[config.mk]
export PLATFORM = sky130hd
export DESIGN_NAME = lte_ul_path_pow_meas
export DESIGN_NICKNAME = d
export VERILOG_FILES = /design/src/rtl/lte_ul_path_pow_meas.sv
export SDC_FILE = /design/constraint.sdc
export NUM_CORES = 2
export LEC_CHECK = 0
export CORE_UTILIZATION = 56
export CTS_BUF_LIST = sky130_fd_sc_hd__clkbuf_8
export DETAILED_ROUTE_END_ITERATION = 8
export GPL_TIMING_DRIVEN = 0
export PLACE_DENSITY = 0.76
export SETUP_SLACK_MARGIN = 0.5
export SLEW_MARGIN = 15
export SYNTH_ARGS = -nofsm -noshare
export SYNTH_HDL_FRONTEND = slang
export SYNTH_SLANG_ARGS = --single-unit
[constraint.sdc]
create_clock -name clk -period 41 [get_ports clk]
set_clock_uncertainty 0.05 [all_clocks]
set_input_delay 4.1 -clock clk [delete_from_list [all_inputs] [get_ports clk]]
set_output_delay 4.1 -clock clk [all_outputs]
set_load 0.05 [all_outputs]
[src/rtl/lte_ul_path_pow_meas.sv]
// Uplink per-antenna mean power meter.
// Taps the antenna-TDM uplink sample stream without touching it. It averages
// |I|^2+|Q|^2 over 2^WIN_LOG2 rounds per antenna and publishes one 32-bit
// result per antenna with an update pulse.
module lte_ul_path_pow_meas #(
    parameter int WIN_LOG2 = 10
) (
    input  logic        clk,
    input  logic        asy_rst,
    input  logic        i_fram_hd,
    input  logic        i_ant8_sel,
    input  logic [31:0] i_data,
    input  logic        i_data_valid,
    input  logic        i_clr,
    output logic [31:0] o_ant0_pow,
    output logic [31:0] o_ant1_pow,
    output logic [31:0] o_ant2_pow,
    output logic [31:0] o_ant3_pow,
    output logic [31:0] o_ant4_pow,
    output logic [31:0] o_ant5_pow,
    output logic [31:0] o_ant6_pow,
    output logic [31:0] o_ant7_pow,
    output logic        o_pow_upd,
    output logic        o_align_err
);

    localparam int ACC_W = 33 + WIN_LOG2;

    localparam logic [1:0] ST_IDLE = 2'd0;
    localparam logic [1:0] ST_ACC  = 2'd1;
    localparam logic [1:0] ST_DUMP = 2'd2;

    localparam logic [WIN_LOG2-1:0] RND_MAX = '1;

    logic [1:0]          state;
    logic [2:0]          slot_cnt;
    logic [WIN_LOG2-1:0] rnd;
    logic                mode8;

    logic                accept;
    logic                restart;
    logic                last_slot;
    logic                win_end;
    logic                cur_mode;
    logic [2:0]          cur_slot;
    logic [WIN_LOG2-1:0] rnd_eff;

    logic signed [31:0]  ext_i;
    logic signed [31:0]  ext_q;
    logic signed [31:0]  sq_i;
    logic signed [31:0]  sq_q;

    logic                s1_vld;
    logic                s1_load;
    logic                s1_last;
    logic                s1_mode;
    logic [2:0]          s1_slot;
    logic [31:0]         s1_isq;
    logic [31:0]         s1_qsq;

    logic [32:0]         p_sum;
    logic [ACC_W-1:0]    p_ext;
    logic [ACC_W-1:0]    acc [8];
    logic                dump_pend;
    logic                dump_mode;

    logic [31:0]         pow_q [8];

    // The squares of a full-scale -32768 still fit a signed 32-bit product.
    assign ext_i = {{16{i_data[31]}}, i_data[31:16]};
    assign ext_q = {{16{i_data[15]}}, i_data[15:0]};
    assign sq_i  = ext_i * ext_i;
    assign sq_q  = ext_q * ext_q;

    // Classify the sample at the inputs: its slot, restart condition and window end.
    always_comb begin
        cur_slot  = i_fram_hd ? 3'd0 : slot_cnt;
        cur_mode  = i_fram_hd ? i_ant8_sel : mode8;
        accept    = i_data_valid && ((state != ST_IDLE) || i_fram_hd);
        restart   = i_data_valid && i_fram_hd && (state != ST_IDLE) && (slot_cnt != 3'd0);
        rnd_eff   = ((state == ST_IDLE) || restart) ? '0 : rnd;
        last_slot = cur_mode ? (cur_slot == 3'd7) : (cur_slot == 3'd3);
        win_end   = last_slot && (rnd_eff == RND_MAX);
    end

    // Control: FSM, slot/round counters, latched antenna mode and alignment error pulse.
    always_ff @(posedge clk or posedge asy_rst) begin
        if (asy_rst) begin
            state       <= ST_IDLE;
            slot_cnt    <= 3'd0;
            rnd         <= '0;
            mode8       <= 1'b0;
            o_align_err <= 1'b0;
        end else begin
            o_align_err <= 1'b0;
            if (i_clr) begin
                state    <= ST_IDLE;
                slot_cnt <= 3'd0;
                rnd      <= '0;
            end else if (accept) begin
                if (i_fram_hd) begin
                    mode8 <= i_ant8_sel;
                end
                o_align_err <= restart;
                slot_cnt    <= last_slot ? 3'd0 : cur_slot + 3'd1;
                rnd         <= last_slot ? rnd_eff + WIN_LOG2'(1) : rnd_eff;
                state       <= win_end ? ST_DUMP : ST_ACC;
            end else if (state == ST_DUMP) begin
                state <= ST_ACC;
            end
        end
    end

    // Stage 1: register the squares with the slot, first-round and window-end tags.
    always_ff @(posedge clk or posedge asy_rst) begin
        if (asy_rst) begin
            s1_vld  <= 1'b0;
            s1_load <= 1'b0;
            s1_last <= 1'b0;
            s1_mode <= 1'b0;
            s1_slot <= 3'd0;
            s1_isq  <= 32'd0;
            s1_qsq  <= 32'd0;
        end else begin
            s1_vld  <= accept && !i_clr;
            s1_load <= (rnd_eff == '0);
            s1_last <= win_end;
            s1_mode <= cur_mode;
            s1_slot <= cur_slot;
            s1_isq  <= sq_i;
            s1_qsq  <= sq_q;
        end
    end

    assign p_sum = {1'b0, s1_isq} + {1'b0, s1_qsq};
    assign p_ext = {{WIN_LOG2{1'b0}}, p_sum};

    // Stage 2: first round of a window reloads its slot accumulator, later rounds add.
    always_ff @(posedge clk or posedge asy_rst) begin
        if (asy_rst) begin
            for (int k = 0; k < 8; k++) begin
                acc[k] <= '0;
            end
            dump_pend <= 1'b0;
            dump_mode <= 1'b0;
        end else begin
            dump_pend <= s1_vld && s1_last;
            dump_mode <= s1_mode;
            if (s1_vld) begin
                acc[s1_slot] <= s1_load ? p_ext : acc[s1_slot] + p_ext;
            end
        end
    end

    // Stage 3: publish the window means; this edge coincides with the next window's first load.
    always_ff @(posedge clk or posedge asy_rst) begin
        if (asy_rst) begin
            for (int k = 0; k < 8; k++) begin
                pow_q[k] <= 32'd0;
            end
            o_pow_upd <= 1'b0;
        end else begin
            o_pow_upd <= dump_pend;
            if (dump_pend) begin
                for (int k = 0; k < 8; k++) begin
                    pow_q[k] <= ((k >= 4) && !dump_mode) ? 32'd0 : acc[k][WIN_LOG2 +: 32];
                end
            end
        end
    end

    assign o_ant0_pow = pow_q[0];
    assign o_ant1_pow = pow_q[1];
    assign o_ant2_pow = pow_q[2];
    assign o_ant3_pow = pow_q[3];
    assign o_ant4_pow = pow_q[4];
    assign o_ant5_pow = pow_q[5];
    assign o_ant6_pow = pow_q[6];
    assign o_ant7_pow = pow_q[7];

endmodule

### Word-level counts from Yosys, hierarchy flattened

Cells that the tools add are included.

* $add $sub $neg: 4
* $mul: 2
* magnitude comparators: 2
* equal/unequal tests: 4
* muxes and demuxes: 27
* bitwise operators: 2
* reduce and logical (&&, ||, !) cells: 18

Operator list (count)
* 344-bit bitwise mux: 1
* 43-bit 2-to-1 mux: 4
* 43-bit binary-select mux with 3-bit select: 1
* 43-bit demux with 3-bit select: 1
* 32-bit 2-to-1 mux: 4
* 16-bit by 16-bit multiplier with 32-bit output: 2
* 43-bit by 33-bit adder with 43-bit output: 1
* 10-bit 2-to-1 mux: 4
* 32-bit by 32-bit adder with 33-bit output: 1
* 3-bit 2-to-1 mux: 4
* 10-bit by 1-bit adder with 10-bit output (second input constant): 1
* 10-bit equality test (second input constant): 1
* 10-bit logical NOT: 1
* 1-bit logical AND: 8
* 2-bit 2-to-1 mux: 4
* 3-bit nonzero test: 2
* 4-bit >= comparator (second input constant): 1
* 4-bit by 1-bit < comparator with 1-bit output (second input constant): 1
* 1-bit 2-to-1 mux: 4
* 3-bit inverter with 4-bit output: 1
* 2-bit nonzero test: 2
* 3-bit by 1-bit adder with 3-bit output (second input constant): 1
* 3-bit by 2-bit equality test with 1-bit output (second input constant): 1
* 3-bit equality test (second input constant): 1
* other kinds (6): 7

* flip-flop bits (word level): 691
* bits of input ports: 38
* output and inout port bits: 258
* word-level logic and storage cells: 90

### Longest topological paths before layout

* word-level depth: 10
* mapped depth: 25
* mapped depth without buffers: 24

### Worst setup path after synthesis

No wires, ideal clock.

* kind: input -> register
* start: in i_data[15]
* end: reg s1_qsq[30]
* library setup time: 80 ps
* arrival: 10055 ps
* required time: 40870 ps
* path slack: 30815 ps
* cell stages on the path: 20
* buffers on the path: 2
* path through: clkbuf_1 > inv_1 > clkbuf_1 > nor2_1 > fa_1 > fa_1 > fa_1 > fa_1 > fa_1 > inv_1 > fa_1 > inv_1 > ha_1 > and4_1 > a31oi_1 > o211ai_1 > a2111o_1 > a31o_2 > a21oi_1 > xnor2_1

* word-level cells in the longest chain between the ends: 1

RTL lines
* from (decl): RTL line 12 `input logic [31:0] i_data,`
* 16-bit by 16-bit multiplier with 32-bit output: RTL line 73 `assign sq_q = ext_q * ext_q;`
* net sq_q[30]: RTL line 51 `logic signed [31:0] sq_q;`
* to (signal assigned): RTL line 131 `s1_qsq <= sq_q;`
* to (decl): RTL line 59 `logic [31:0] s1_qsq;`

The timed path passes the listed nets, and every way through them passes these cells.
A chain may end at the register's enable or synchronous reset.

### Final worst setup path

* start: in i_data[22]
* end: reg s1_isq[28]

* word-level cells in the longest chain between the ends: 1

RTL lines
* 16-bit by 16-bit multiplier with 32-bit output: RTL line 72 `assign sq_i = ext_i * ext_i;`
* net sq_i[28]: RTL line 50 `logic signed [31:0] sq_i;`
* to (signal assigned): RTL line 130 `s1_isq <= sq_i;`
* to (decl): RTL line 58 `logic [31:0] s1_isq;`

The timed path passes the listed nets, and every way through them passes these cells.

==> results.ini <==
[status]
status=finished, final reports clean

[sta]
worst_pin_slew_ns=1.28
period_minus_slack_ns=11.00
fin_setup_tns_ns=0
max_freq_ghz=0.0909
setup_viol=0
rsz0062_at_grt=no
maxSlewViolCount=0
finalCritPeriodShare=0.268
relSlewSlack=0.140
hold_viol=0

[cts]
cts_tree=yes
clock_path_buffers=3
cts_root_buf=clkbuf_8
path_clk_slew_ns=0.06
clock_latency_ns=0.76
cts_hold_buf=0
numCtsBuffers=108
cts_resized=0
cts_setup_buffers=0
cts_sinks=681
cts_max_level=3

[synthesis]
synth_area_leaders=dfrtp_1, fa_1, ha_1, inv_1, o21ai_0
synth.avg_cell_area_um2=9.78
synth_nets=5796
yosysWarnings=0
synth_cell_types=96
yosysSeqAreaShare=0.346
synth_top_area_frac=0.346
synth-seq-cells=681
synth_cells=5041
async_flop_share=1.00
synth_edf_count=0
syn_area_um2=49300
synth-main-ff-cell=dfrtp_1
yosys.area.top_type=dfrtp_1

[floorplanning]
die_w_um=299
rows=108
pin_count=296
floorplan.initialDensity=0.566
core_um2=87000
die_area_um2=89200
dieHeight_um=299

[worst_setup_path]
crit_type=input port to register
cp_slowest_stage_delay_ns=0.82
end_kind=register
worst-endpoint-arrival_ns=11.61
path_cells=clkdlybuf4s50_1, clkbuf_1, nand2_1, fa_1, inv_1, fa_1, inv_1, fa_1, inv_1, fa_1, fa_1, inv_1, fa_1, inv_1, ha_1, a21oi_1, o21ai_0, o41ai_1, o311ai_0, o21ai_0, o31ai_1, o41ai_1, xnor2_1
cp_max_fo=10
required_ns=41.61
cp_slowest_cell=clkdlybuf4s50_1
critPathMostFrequentCell=fa_1
critPathLaunchType=input port

[global_routing]
antenna_found_initial=4
overflow=0
grt_pass1_wl_um=230000
grt_start_max_net_pins=117
track_usage=0.341
grt_pass1_vias=39900

[min_path]
hp-class=register to register

[routing]
wl_per_cell_um=22.3
drtIter0Drc=3442
drt_wl_total_um=149000
viasPerCell=5.80
ant_nets=0
dr.pass1.iters=8
drc_errors=0
dr_total_vias=38900

[run]
drv_cap=0

[final_layout]
layout_common_cells=inv_1, dfrtp_1, nand2_1
stdcell_count=6698
layout_commonest_cell=inv_1
drive_gt1_frac=0.0819
area_growth_pct=14.2
nets=6213

[place]
place_inst=6503
io_buffers=291
gp_congestion=1.04
dp_hpwl_um=119000

## cell usage after synthesis (all sizes together) (4+ instances only)
master	count
a22o	41
o311ai	5
mux2i	77
o21bai	17
nor3	30
a41oi	8
nand4	18
mux4	18
or2	8
nor2	263
nand3	108
o41ai	7
fa	470
o211ai	11
dfrtp	681
xnor2	111
o22ai	45
a21oi	238
o2111ai	4
nand2b	18
ha	247
a211oi	21
and3	16
buf	27
nor4	7
and3b	8
o21a	18
or3	6
mux2	171
a2111oi	4
o31ai	36
a21boi	5
and4	5
xor2	37
inv	790
and2	75
o21ai	471
nor2b	23
a22oi	12
a31oi	15
a31o	11
a21o	44
clkbuf	203
nand2	569
## worst max-delay path, delay by kind of cell
| kind | cells | cell delay, ns |
|---|---|---|
| compound gates | 7 | 2.19 |
| xor+xnor | 1 | 0.16 |
| fa+ha+maj | 7 | 3.28 |
| buf+inv | 7 | 1.68 |
| simple gates | 1 | 0.19 |
## through the flow
stage	hold slack, ns	setup WS, ns	instance area [um^2]	utilization
after floorplan	0.281	17.76	49300	-
after global placement	0.290	10.20	53700	0.617
after detailed placement	0.293	29.47	54000	0.621
after CTS	0.307	30.19	56300	0.647
after global routing	0.328	29.68	56300	0.647
final	0.306	30.00	56300	0.647
## worst paths after layout
| check | start | endpoint | slack (ns) | depth (start not counted) |
|---|---|---|---|---|
| min in group asynchronous | asy_rst | rnd[5] | 3.84 | 3 |
| worst max-delay path | i_data[22] | s1_isq[28] | 30.00 | 23 |
| worst min register to register | s1_mode | dump_mode | 0.31 | 0 |
| worst min-delay path | s1_mode | dump_mode | 0.31 | 0 |
| worst max register to register | s1_slot[1] | acc[246] | 33.77 | 19 |
| max in group asynchronous | asy_rst | acc[189] | 35.56 | 5 |
## area by class of cell
class	count	area (um^2)
antenna	2	5.00
buffer	230	902
clock buffer	127	1750
clock inverter	66	514
fill	7104	30700
inverter	793	2980
multi-input combinational	3337	28500
sequential	681	17000
tap	1155	1450
timing repair buffer	307	3210
## layer usage
metal | wire length [um] | part of all wire | vias to the layer above | GRT usage
li1 | - | - | 17300 | -
met1 | 55600 | 0.37 | 19300 | 0.419
met2 | 72700 | 0.49 | 1766 | 0.569
met3 | 11200 | 0.075 | 462 | 0.0585
met4 | 9970 | 0.067 | 2 | 0.200
met5 | 7 | 0.000047 | - | 0
## flip-flops by register name, summed over array words and instances (netlist names), 2 cells and up
signal and cells:
o_ant7_pow 32, o_ant6_pow 32, o_ant4_pow 32, s1_slot 3
o_ant5_pow 32, s1_qsq 31, o_ant2_pow 32, rnd 10
o_ant3_pow 32, o_ant0_pow 32, slot_cnt 3, o_ant1_pow 32
state 2, acc 336, s1_isq 31
## cell families (layout without fill, tap and decap cells)
logic type                 after synthesis  count (layout)  share of synthesized area
muxes                                  266             266                     0.0636
buffers and inverters                 1023            1523                     0.0787
AOI/OAI and AO/OA                     1044            1044                      0.127
DFF                                    681             681                      0.346
other                                    0               2                          0
and+or+nand+nor                       1162            1162                      0.104
adders and majority gates              717             717                      0.254
xor gates and xnor gates               148             148                     0.0284
Power is left out: the tool's default activity adds up to more than one toggle a clock period on the data nets, which glitch-free logic cannot reach.
